[src/rtl/execute_divide_sequencer.sv]
// Iterative RV32M divide unit (DIV/DIVU/REM/REMU): 32-step restoring division with sign fix-up.
// Define DIVIDE_EARLY_OUT_EN to finish divide-by-zero and signed-overflow requests one cycle after accept.
module execute_divide_sequencer #(
  parameter int unsigned XLEN = 32
) (
  input  logic            clk,
  input  logic            rst,
  input  logic            req_valid_in,
  output logic            req_ready_out,
  input  logic [1:0]      op_in,
  input  logic [XLEN-1:0] dividend_in,
  input  logic [XLEN-1:0] divisor_in,
  input  logic [4:0]      rd_in,
  input  logic            flush_in,
  output logic            busy_out,
  output logic            result_valid_out,
  input  logic            result_ready_in,
  output logic [XLEN-1:0] result_out,
  output logic [4:0]      rd_out
);

  localparam int unsigned     CntW    = $clog2(XLEN);
  localparam logic [CntW-1:0] CntLoad = CntW'(XLEN - 1);
  localparam logic [XLEN-1:0] MinNeg  = {1'b1, {(XLEN - 1){1'b0}}};

  localparam logic [2:0] StIdle = 3'd0;
  localparam logic [2:0] StPrep = 3'd1;
  localparam logic [2:0] StIter = 3'd2;
  localparam logic [2:0] StFix  = 3'd3;
  localparam logic [2:0] StDone = 3'd4;

  // op[0] set means unsigned, op[1] set means remainder.
  function automatic logic is_special(input logic [1:0] op, input logic [XLEN-1:0] a,
                                      input logic [XLEN-1:0] b);
    return (b == '0) || (!op[0] && (a == MinNeg) && (b == '1));
  endfunction

  function automatic logic [XLEN-1:0] special_result(input logic [1:0] op,
                                                     input logic [XLEN-1:0] a,
                                                     input logic [XLEN-1:0] b);
    if (b == '0) return op[1] ? a : '1;
    return op[1] ? '0 : MinNeg;
  endfunction

  logic [2:0]      state_q, state_d;
  logic [1:0]      op_q;
  logic [XLEN-1:0] dividend_q, divisor_q;
  logic [4:0]      rd_tag_q;
  logic            special_q;
  logic [XLEN-1:0] quot_q, rem_q, dvsr_q;
  logic [CntW-1:0] cnt_q;
  logic            neg_quot_q, neg_rem_q;
  logic [XLEN-1:0] result_q;
  logic [4:0]      rd_q;

  logic            accept, special_in;
  logic            a_neg, b_neg;
  logic [XLEN:0]   shift_rem;
  logic            ge;
  logic [XLEN-1:0] trial;
  logic [XLEN-1:0] quot_fix, rem_fix, fix_result;

  assign req_ready_out    = (state_q == StIdle) && !rst && !flush_in;
  assign busy_out         = (state_q != StIdle);
  assign result_valid_out = (state_q == StDone);
  assign result_out       = result_q;
  assign rd_out           = rd_q;

  assign accept     = req_valid_in && req_ready_out;
  assign special_in = is_special(op_in, dividend_in, divisor_in);

  assign a_neg = !op_q[0] && dividend_q[XLEN-1];
  assign b_neg = !op_q[0] && divisor_q[XLEN-1];

  // rem stays below dvsr, so the shifted value is below 2*dvsr and the difference fits XLEN bits.
  assign shift_rem = {rem_q, quot_q[XLEN-1]};
  assign ge        = shift_rem >= {1'b0, dvsr_q};
  assign trial     = shift_rem[XLEN-1:0] - dvsr_q;

  assign quot_fix   = neg_quot_q ? -quot_q : quot_q;
  assign rem_fix    = neg_rem_q ? -rem_q : rem_q;
  assign fix_result = special_q ? special_result(op_q, dividend_q, divisor_q)
                                : (op_q[1] ? rem_fix : quot_fix);

  always_comb begin
    state_d = state_q;
    case (state_q)
      StIdle: begin
        if (accept) begin
`ifdef DIVIDE_EARLY_OUT_EN
          state_d = special_in ? StDone : StPrep;
`else
          state_d = StPrep;
`endif
        end
      end
      StPrep:  state_d = StIter;
      StIter:  if (cnt_q == '0) state_d = StFix;
      StFix:   state_d = StDone;
      StDone:  if (result_ready_in) state_d = StIdle;
      default: state_d = StIdle;
    endcase
    if (flush_in) state_d = StIdle;
  end

  always_ff @(posedge clk) begin
    if (rst) state_q <= StIdle;
    else     state_q <= state_d;
  end

  always_ff @(posedge clk) begin
    if (accept) begin
      op_q       <= op_in;
      dividend_q <= dividend_in;
      divisor_q  <= divisor_in;
      rd_tag_q   <= rd_in;
      special_q  <= special_in;
    end
    case (state_q)
      StPrep: begin
        quot_q     <= a_neg ? -dividend_q : dividend_q;
        dvsr_q     <= b_neg ? -divisor_q : divisor_q;
        rem_q      <= '0;
        cnt_q      <= CntLoad;
        neg_quot_q <= a_neg ^ b_neg;
        neg_rem_q  <= a_neg;
      end
      StIter: begin
        rem_q  <= ge ? trial : shift_rem[XLEN-1:0];
        quot_q <= {quot_q[XLEN-2:0], ge};
        if (cnt_q != '0) cnt_q <= cnt_q - CntW'(1);
      end
      default: ;
    endcase
  end

  // Result and tag only move on entry to DONE; a flush leaves the previous values in place.
  always_ff @(posedge clk) begin
    if (rst) begin
      result_q <= '0;
      rd_q     <= '0;
    end else if (!flush_in) begin
      if (state_q == StFix) begin
        result_q <= fix_result;
        rd_q     <= rd_tag_q;
      end
`ifdef DIVIDE_EARLY_OUT_EN
      if (accept && special_in) begin
        result_q <= special_result(op_in, dividend_in, divisor_in);
        rd_q     <= rd_in;
      end
`endif
    end
  end

endmodule

[config.mk]
export PLATFORM = sky130hd
export DESIGN_NAME = execute_divide_sequencer
export DESIGN_NICKNAME = d
export VERILOG_FILES = /design/src/rtl/execute_divide_sequencer.sv
export SDC_FILE = /design/constraint.sdc
export NUM_CORES = 1
export LEC_CHECK = 0
export CAP_MARGIN = 20
export CORE_MARGIN = 3
export CORE_UTILIZATION = 35
export DETAILED_ROUTE_END_ITERATION = 8
export PLACE_DENSITY = 0.6
export SETUP_SLACK_MARGIN = 0.15
export SLEW_MARGIN = 30
export SYNTH_ARGS = -nofsm -noshare
export SYNTH_HDL_FRONTEND = slang
export SYNTH_SLANG_ARGS = --single-unit
[constraint.sdc]
create_clock -name clk -period 2.9 [get_ports clk]
set_input_delay 0.58 -clock clk [delete_from_list [all_inputs] [get_ports clk]]
set_output_delay 0.58 -clock clk [all_outputs]
set_load 0.05 [all_outputs]
---- After elaboration in Yosys (flattened, before gate mapping) ----
Cells that the tools add are included.
cells by class
  add/sub/neg operators ................... 6
  bitwise operators ....................... 2
  equal/unequal tests ..................... 10
  multiplexer cells ....................... 20
  $lt $le $gt $ge ......................... 1
  reductions and logical operators ........ 23
operators by type and width
  cell                  count
  $mux 32               11
  $neg 32->32           4
  $pmux 32 s2           2
  $eq 32x32->1 const B  2
  $logic_not 32->1      2
  $ge 33x32->1          1
  $sub 32x32->32        1
  $pmux 3 s5            1
  $pmux 5 s2            1
  $mux 3                3
  $logic_and 1x1->1     7
  $eq 3x2->1 const B    2
  $ne 2x2->1 const B    3
  $logic_not 5->1       1
  $mux 5                1
  $reduce_bool 5->1     1
  $sub 5x1->5 const B   1
  $logic_not 1->1       4
  $reduce_and 2->1      2
  $eq 3x1->1 const B    1
  $eq 3x3->1 const B    1
  $logic_not 3->1       1
  $reduce_and 3->1      1
  $reduce_bool 3->1     1
  other kinds (7)       7
word-level totals
  word-level logic and storage cells ...... 76
  register bits ........................... 215
  bits of input ports ..................... 76

---- Depth between registers and ports, before layout ----
Gate-level depths: netlist of run 1.
  depth in word-level cells ............... 6
  gate-level depth with buffers ........... 13

---- Worst setup path after synthesis of run 1 ----
Ideal clock, no wire load.
  path type ............................... register to register
  start point ............................. reg state_q[0]
  end point ............................... reg dividend_q[0], enable pin
  stages on the path, launching flop included .. 4
  path buffers ............................ 0
  arrival time ............................ 3.956 ns
  slack ................................... -1.493 ns
  clock period less this slack ............ 4.393 ns
  cells stage by stage .................... dfxtp_1 > or3_1 > nor3_1 > and2_1
on the way
  longest elaborated chain between the ends .. 4
ends and longest elaborated chain
  what                             line  text
  from (decl)                      45    logic [2:0] state_q, state_d;
  from (signal assigned)           107   if (rst) state_q <= StIdle;
  from (signal assigned)           108   else state_q <= state_d;
  $logic_not 3->1                  63    assign req_ready_out = (state_q == StIdle) && !rst && !flush_in;
  $logic_and 1x1->1 (2 in series)  63
  net req_ready_out                9     output logic req_ready_out,
  $logic_and 1x1->1                69    assign accept = req_valid_in && req_ready_out;
  net accept                       56    logic accept, special_in;
  to (signal assigned)             114   dividend_q <= dividend_in;
  to (decl)                        47    logic [XLEN-1:0] dividend_q, divisor_q;
The timed path passes the listed nets, and every way through them passes these cells.
A chain may end at the register's enable or synchronous reset.

---- Worst setup path after layout of run 1 ----
  start point ............................. reg quot_q[2]
  end point ............................... reg result_q[29], in the netlist result_out[29]
on the way
  longest elaborated chain between the ends .. 4
ends and longest elaborated chain
  what                    line  text
  from (decl)             50    logic [XLEN-1:0] quot_q, rem_q, dvsr_q;
  from (signal assigned)  121   quot_q <= a_neg ? -dividend_q : dividend_q;
  from (signal assigned)  130   quot_q <= {quot_q[XLEN-2:0], ge};
  $neg 32->32             80    assign quot_fix = neg_quot_q ? -quot_q : quot_q;
  $mux 32                 80
  $mux 32                 83    : (op_q[1] ? rem_fix : quot_fix);
  $mux 32                 82    assign fix_result = special_q ? special_result(op_q, dividend_q, divisor_q)
  to (signal assigned)    144   result_q <= fix_result;
  to (decl)               53    logic [XLEN-1:0] result_q;
Every way passes these cells.

==> impl_metrics.json, run 1 <==
{
  "ys_seq_area_share_pct": 47.4,
  "die_x_um": 197,
  "cp_slowest_cell": "or4_4",
  "crit_arrival_ns": 3.29,
  "pin_count": 116,
  "cts_hold_buffers": 0,
  "grt_usage_pct": 19.0,
  "syn2layout_area_growth_pct": 33.1,
  "grt_setup_unrepaired": "true",
  "drc": 0,
  "yosys.area_share.adder_pct": 3.78,
  "port_buffers": 115,
  "cp_num_buf_inv": 0,
  "coreArea_mm2": 0.0357,
  "tightest_slew_ns": 0.761,
  "drt_wl_total_um": 38500,
  "whs_ns": 0.455,
  "gp_congestion": 0.903,
  "power_density_mw_per_mm2": 451,
  "multiInputGateArea_mm2": 0.00682,
  "syn-cell-area_mm2": 0.0128,
  "cts_buffer_depth": 3,
  "synthMuxAreaShare_pct": 3.13,
  "worstReg2RegEnd": "result_out[29]",
  "synth_compound_gate_area_share_pct": 15.4,
  "crit_path_start_kind": "flop",
  "ys_ff_latch": 215,
  "pre_cts_slack_ns": -0.224,
  "drive_above_1_share_pct": 19.1,
  "synthesis.instances": 1297,
  "die-area_mm2": 0.0388,
  "tns_ns": 0,
  "root_buffer": "clkbuf_16",
  "cts.sinks": 215,
  "hold_violations": 0,
  "cp_cell_sequence": "or4_4 -> or4_4 -> nand3b_4 -> nand2b_4 -> or3_4 -> o31ai_4 -> xor2_1 -> a21oi_1 -> a22o_1",
  "end_kind": "flop",
  "fin_worst_skew_ns": 0.00743,
  "p_leak_nw": 6.21,
  "synth_area_per_cell_um2": 9.85,
  "grt_first_pass_wirelength_um": 58700,
  "path_max_fanout": 4,
  "dieHeight_um": 197,
  "vias_per_cell": 5.39,
  "grt_overflow": 0,
  "reg2reg_from": "quot_q[2]",
  "rrSetupSlack_ns": 0.04,
  "crit_top_cell": "or4_4",
  "cts_tree": "built",
  "drv_cap": 0,
  "htreeDepth": 1,
  "drt_first_iter_violations": 911,
  "synth_top_family_by_area": "simple AND/OR/NAND/NOR gates",
  "rows": 69,
  "r2r_cells": 9,
  "ant_nets": 0,
  "routedWlPerCell_um": 19.0,
  "layout_min_cycle_time_ns": 2.86,
  "drt_pass1_iterations": 6,
  "asyncSetResetFlopFracSynth_pct": 0,
  "slowest_delay_ns": 0.54,
  "synth-xor-area-share_pct": 10.1,
  "regArea_mm2": 0.00606,
  "dp_hpwl_um": 29300,
  "fin_nets": 1658,
  "finalCritPeriodShare_pct": 98.5,
  "cts_made_buffers": 25,
  "start_util_pct": 35.7,
  "vdd_drop_max_uv": 438,
  "whs_path_depth": 2,
  "cp.required_ns": 3.33,
  "holdCritStartpoint": "result_out[25]",
  "yosys_most_used_dff": "edfxtp_1",
  "synth_cell_types": 70,
  "syn_nets": 1411,
  "setup_slack_ns": 0.0446,
  "cpLargestDelayFamily": "simple AND/OR/NAND/NOR gates",
  "ys.warnings.count": 0,
  "final_design_area_no_fill_mm2": 0.0170,
  "placed_area_mm2": 0.0155,
  "total_power_mw": 7.66,
  "hp-class": "reg -> reg",
  "antenna_found_initial": 2,
  "status": "completed",
  "fillers": 3361,
  "grt_pass1_vias": 10500,
  "slew_violations": 0,
  "hold_end": "result_out[25]",
  "worstSetupPathType": "reg -> reg",
  "synth-edff-count": 175,
  "fmax_ghz": 0.350,
  "diodes": 0,
  "grt_max_degree": 41,
  "synth-simple-area-share_pct": 16.7,
  "insertion_delay_ns": 0.54,
  "num_vias": 10900,
  "setup_viol": 0,
  "clk_pin_slew_worst_paths_ns": 0.06,
  "relSlewSlack_pct": 49.2
}
==> flip-flops by register name (all words and copies together) (netlist names), 2 cells and up <==
name	count
dividend_q	32
cnt_q	5
rd_out	5
result_out	32
op_q	2
quot_q	32
divisor_q	32
dvsr_q	32
rd_tag_q	5
state_q	3
rem_q	32
==> kinds of logic (layout without fill, tap and decap cells) <==
| group | count (synthesis) | after routing |
|---|---|---|
| xor gates and xnor gates | 148 | 148 |
| adders and majority gates | 38 | 38 |
| muxes | 40 | 40 |
| AOI/OAI and AO/OA | 312 | 312 |
| buffers and inverters | 115 | 378 |
| and+or+nand+nor | 429 | 429 |
| DFF | 215 | 215 |
==> cell usage after synthesis, types with 5 or more instances <==
| cell | number | share of area, % |
|---|---|---|
| a211oi_1 | 6 | 0.35 |
| a21o_1 | 15 | 0.88 |
| a21oi_1 | 79 | 3.1 |
| a22o_1 | 8 | 0.55 |
| a22oi_1 | 11 | 0.65 |
| a31oi_1 | 7 | 0.34 |
| and2_1 | 5 | 0.24 |
| and3_1 | 7 | 0.34 |
| buf_1 | 5 | 0.15 |
| clkbuf_1 | 53 | 1.6 |
| dfxtp_1 | 40 | 6.3 |
| edfxtp_1 | 175 | 41 |
| ha_1 | 37 | 3.6 |
| inv_1 | 52 | 1.5 |
| mux2i_1 | 40 | 3.1 |
| nand2_1 | 145 | 4.3 |
| nand2b_1 | 19 | 0.93 |
| nand3_1 | 21 | 0.82 |
| nand4_1 | 23 | 1.1 |
| nor2_1 | 95 | 2.8 |
| nor2b_1 | 16 | 0.78 |
| nor3_1 | 23 | 0.90 |
| nor4_1 | 24 | 1.2 |
| o211ai_1 | 13 | 0.76 |
| o21ai_0 | 54 | 2.1 |
| o21ai_1 | 46 | 1.8 |
| o221ai_1 | 7 | 0.48 |
| o31ai_1 | 24 | 1.4 |
| o41ai_1 | 12 | 0.82 |
| or2_2 | 5 | 0.24 |
| or3_1 | 12 | 0.59 |
| or4_1 | 9 | 0.53 |
| xnor2_1 | 76 | 5.2 |
| xor2_1 | 72 | 4.9 |
==> layer usage <==
layer	vias to the layer above	global-route usage, %	share of wire, %
met1	5181	27.2	45
met3	62	3.22	7.3
met2	395	30.0	45
met5	-	0	0.070
met4	4	4.86	2.6
li1	5246	-	-
==> final cells by class <==
cell class                 count  share of cell area (%)
multi-input combinational    967                    40.1
sequential                   215                    35.6
tap                          461                    3.39
timing repair buffer         283                    15.2
clock buffer                  34                    4.12
inverter                      52                    1.15
clock inverter                 9                   0.368
==> timing repair <==
action,4_1_cts,5_1_grt
gates resized for setup,30,54
gates cloned,0,3
setup endpoints to repair,42,59
buffers inserted,10,17
pin swaps,14,17
==> worst max path at each step <==
stage               depth (start not counted)        from  slack (ns)              to
floorplan                                  12    rem_q[9]        0.15        rem_q[4]
global placement                           13    rem_q[5]       -0.23       rem_q[31]
detailed placement                         13    rem_q[5]       -0.22       rem_q[31]
CTS                                        13    rem_q[1]        0.04       rem_q[31]
global route                               14  quot_q[31]       -0.14       rem_q[31]
finish                                      9   quot_q[2]        0.04  result_out[29]
==> metrics by stage <==
stage,std cells,utilization (%)
after floorplan,1297,-
after global placement,1948,43.4
after detailed placement,1948,43.4
after CTS,2001,46.2
after global routing,2021,47.6
final,2021,47.6
==> where the power goes <==
group | switching (mW) | internal [mW] | leakage, nW | total, mW
Clock | 1.26 | 1.69 | 0.373 | 2.96
Combinational | 0.595 | 0.555 | 3.91 | 1.15
Sequential | 0.103 | 3.45 | 1.92 | 3.56
Total | 1.96 | 5.70 | 6.21 | 7.66
==> worst reg2reg max path: stages, from the launching register on <==
cell and delay, ns:
edfxtp_1 0.41, or4_4 0.54, or4_4 0.48, nand3b_4 0.18, nand2b_4 0.14, or3_4 0.38
o31ai_4 0.19, xor2_1 0.17, a21oi_1 0.08, a22o_1 0.19
==> placed cells by master (no fill, tap or decap), types with 5 or more instances in the layout <==
| cell | instances |
|---|---|
| or4_4 | 5 |
| o31ai_2 | 5 |
| and3_1 | 6 |
| o221ai_1 | 6 |
| buf_12 | 7 |
| nor2_1 | 91 |
| xor2_1 | 71 |
| a22o_1 | 8 |
| nand3_1 | 18 |
| a21o_1 | 15 |
| a21oi_1 | 73 |
| a31oi_1 | 5 |
| clkbuf_16 | 29 |
| nor3_1 | 21 |
| clkbuf_1 | 6 |
| nand2b_1 | 17 |
| mux2i_1 | 38 |
| nand2_1 | 141 |
| or3_1 | 9 |
| dfxtp_1 | 40 |
| a22oi_1 | 11 |
| nor4_1 | 22 |
| ha_4 | 8 |
| a21oi_2 | 6 |
| buf_4 | 155 |
| edfxtp_1 | 175 |
| o41ai_1 | 9 |
| xnor2_1 | 76 |
| or4_1 | 6 |
| nor2b_1 | 13 |
| nand4_1 | 23 |
| o211ai_1 | 13 |
| clkdlybuf4s50_1 | 113 |
| nand2_2 | 5 |
| o31ai_1 | 18 |
| o21ai_1 | 42 |
| ha_1 | 27 |
| inv_1 | 51 |
| o21ai_0 | 53 |
Note: power is estimated with default switching activity, not from simulation.
==> run 2: changes to the inputs <==
--- a/config.mk
+++ b/config.mk
@@ -7,9 +7,9 @@
 export LEC_CHECK = 0
 export CAP_MARGIN = 20
 export CORE_MARGIN = 3
-export CORE_UTILIZATION = 35
+export CORE_UTILIZATION = 53
 export DETAILED_ROUTE_END_ITERATION = 8
-export PLACE_DENSITY = 0.6
+export PLACE_DENSITY = 0.82
 export SETUP_SLACK_MARGIN = 0.15
 export SLEW_MARGIN = 30
 export SYNTH_ARGS = -nofsm -noshare
==> impl_metrics.json, run 2 (synthesis results as in run 1) <==
{
  "status": "complete, but fails checks",
  "violations": "DRC, setup timing",
  "diodes": 0,
  "start_util_pct": 54.1,
  "layout_common_cells": "175 x edfxtp_1, 143 x nand2_1, 123 x buf_4",
  "fin_nets": 1624,
  "finalCritPeriodShare_pct": 102,
  "drc": 1,
  "cp.required_ns": 3.17,
  "hold_violations": 0,
  "die_x_um": 161,
  "gr-usage-met1_pct": 37.6,
  "power_density_mw_per_mm2": 459,
  "multiInputGateArea_mm2": 0.00676,
  "r2r_cells": 12,
  "crit_path_start_kind": "flop",
  "worstSetupPathType": "reg -> reg",
  "dieHeight_um": 161,
  "internal_power_mw": 5.58,
  "fmax_ghz": 0.340,
  "final_cells": 1846,
  "drt_first_iter_violations": 1046,
  "regArea_mm2": 0.00606,
  "cts_tree": "built",
  "total_power_mw": 7.55,
  "pwr-share-clk_pct": 38.4,
  "setup_viol": 3,
  "grt_max_degree": 65,
  "fillers": 1709,
  "slew_violations": 0,
  "syn2layout_area_growth_pct": 28.7,
  "cts_made_buffers": 24,
  "drt_wl_total_um": 37000,
  "clk_pin_slew_worst_paths_ns": 0.07,
  "swShare_pct": 26.1,
  "grt.busiest_layer": "met2",
  "die-area_mm2": 0.0260,
  "htreeDepth": 1,
  "grt_pass1_vias": 10700,
  "relSlewSlack_pct": 41.8,
  "drt_pass1_iterations": 9,
  "cts.sinks": 215,
  "whs_ns": 0.447,
  "vias_per_cell": 6.07,
  "path_max_fanout": 5,
  "num_vias": 11200,
  "routedWlPerCell_um": 20.1,
  "insertion_delay_ns": 0.54,
  "endpoint": "rem_q[18]",
  "worstReg2RegEnd": "rem_q[18]",
  "ant_nets": 0,
  "tightest_slew_ns": 0.872,
  "cts_buffer_depth": 3,
  "grt_use_met3_pct": 4.51,
  "p_sw_mw": 1.97,
  "antenna_found_initial": 0,
  "grt_setup_unrepaired": "true",
  "p_leak_nw": 5.96,
  "startpoint": "rem_q[19]",
  "end_kind": "flop",
  "crit_arrival_ns": 3.21,
  "root_buffer": "clkbuf_16",
  "drive_above_1_share_pct": 17.9,
  "coreArea_mm2": 0.0236,
  "cts_hold_buffers": 0,
  "tns_ns": -0.112,
  "grt_util_met2_pct": 44.8,
  "place_inst": 1765,
  "fin_worst_skew_ns": 0.0266,
  "hp-class": "reg -> reg",
  "grt_first_pass_wirelength_um": 57000,
  "rows": 56,
  "layout_min_cycle_time_ns": 2.94,
  "dp_hpwl_um": 26900,
  "grt_usage_pct": 27.3,
  "combPwrFrac_pct": 14.6,
  "reg2reg_from": "rem_q[19]",
  "setup_slack_ns": -0.0436,
  "vdd_drop_max_uv": 460,
  "grt_overflow": 0,
  "seqPwrFrac_pct": 47.1,
  "port_buffers": 115,
  "pin_count": 116,
  "rrSetupSlack_ns": -0.04,
  "gp_congestion": 0.947,
  "drv_cap": 0,
  "layout_commonest_cell": "edfxtp_1"
}
[run 2: critical path, cell delays in order, from the launching register on]
cell      delay (ns)
edfxtp_1        0.50
ha_2            0.26
a21o_1          0.17
a21o_1          0.18
a21o_1          0.22
a21oi_2         0.23
a21boi_4        0.25
a31oi_4         0.06
a31oi_4         0.22
buf_12          0.16
buf_8           0.13
mux2i_2         0.24
nor2_1          0.07
[run 2: layer usage]
layer  vias to the layer above  share of wire (%)
met4                         0                3.3
met5                         -                  0
met3                        84                8.5
met2                       588                 47
met1                      5346                 41
li1                       5187                  -
[run 2: cell type report]
cell class | count | share of cell area (%)
tap | 319 | 2.43
inverter | 52 | 1.19
sequential | 215 | 36.8
multi-input combinational | 967 | 41.1
timing repair buffer | 250 | 13.9
clock buffer | 25 | 3.67
clock inverter | 18 | 0.882
[run 2: what timing repair did]
action,CTS,global route
gates cloned,2,0
pin swaps,7,27
buffers inserted,17,19
resized for setup,30,54
endpoints found under the hold margin,0,0
setup endpoints to repair,42,66
[run 2: worst min path at each step]
stage,cells after the start,slack (ns),startpoint,end
6_report,2,0.45,result_out[22],result_out[22]
3_3_place_gp,2,0.44,result_out[18],result_out[18]
5_1_grt,2,0.48,result_out[22],result_out[22]
3_5_place_dp,2,0.44,result_out[22],result_out[22]
4_1_cts,2,0.45,result_out[22],result_out[22]
2_1_floorplan,1,0.45,state_q[2],state_q[0]
[run 2: power by group through the flow]
| stage | Sequential [mW] | Clock (mW) | Combinational (mW) |
|---|---|---|---|
| after floorplan | 3.59 | 0 | 0.599 |
| after global placement | 3.61 | 0 | 0.964 |
| after detailed placement | 3.62 | 0 | 0.982 |
| after CTS | 3.55 | 2.92 | 1.04 |
| after global routing | 3.56 | 3.05 | 1.18 |
| final | 3.56 | 2.90 | 1.10 |
[run 2: per-stage QoR]
stage	util (%)	cell area [um2]	setup WS, ns
4_1_cts	68.1	16100	0.0505
2_1_floorplan	-	13000	0.150
5_1_grt	69.7	16400	-0.153
6_report	69.7	16400	-0.0436
3_3_place_gp	63.6	15000	-0.0261
3_5_place_dp	63.6	15000	-0.0784
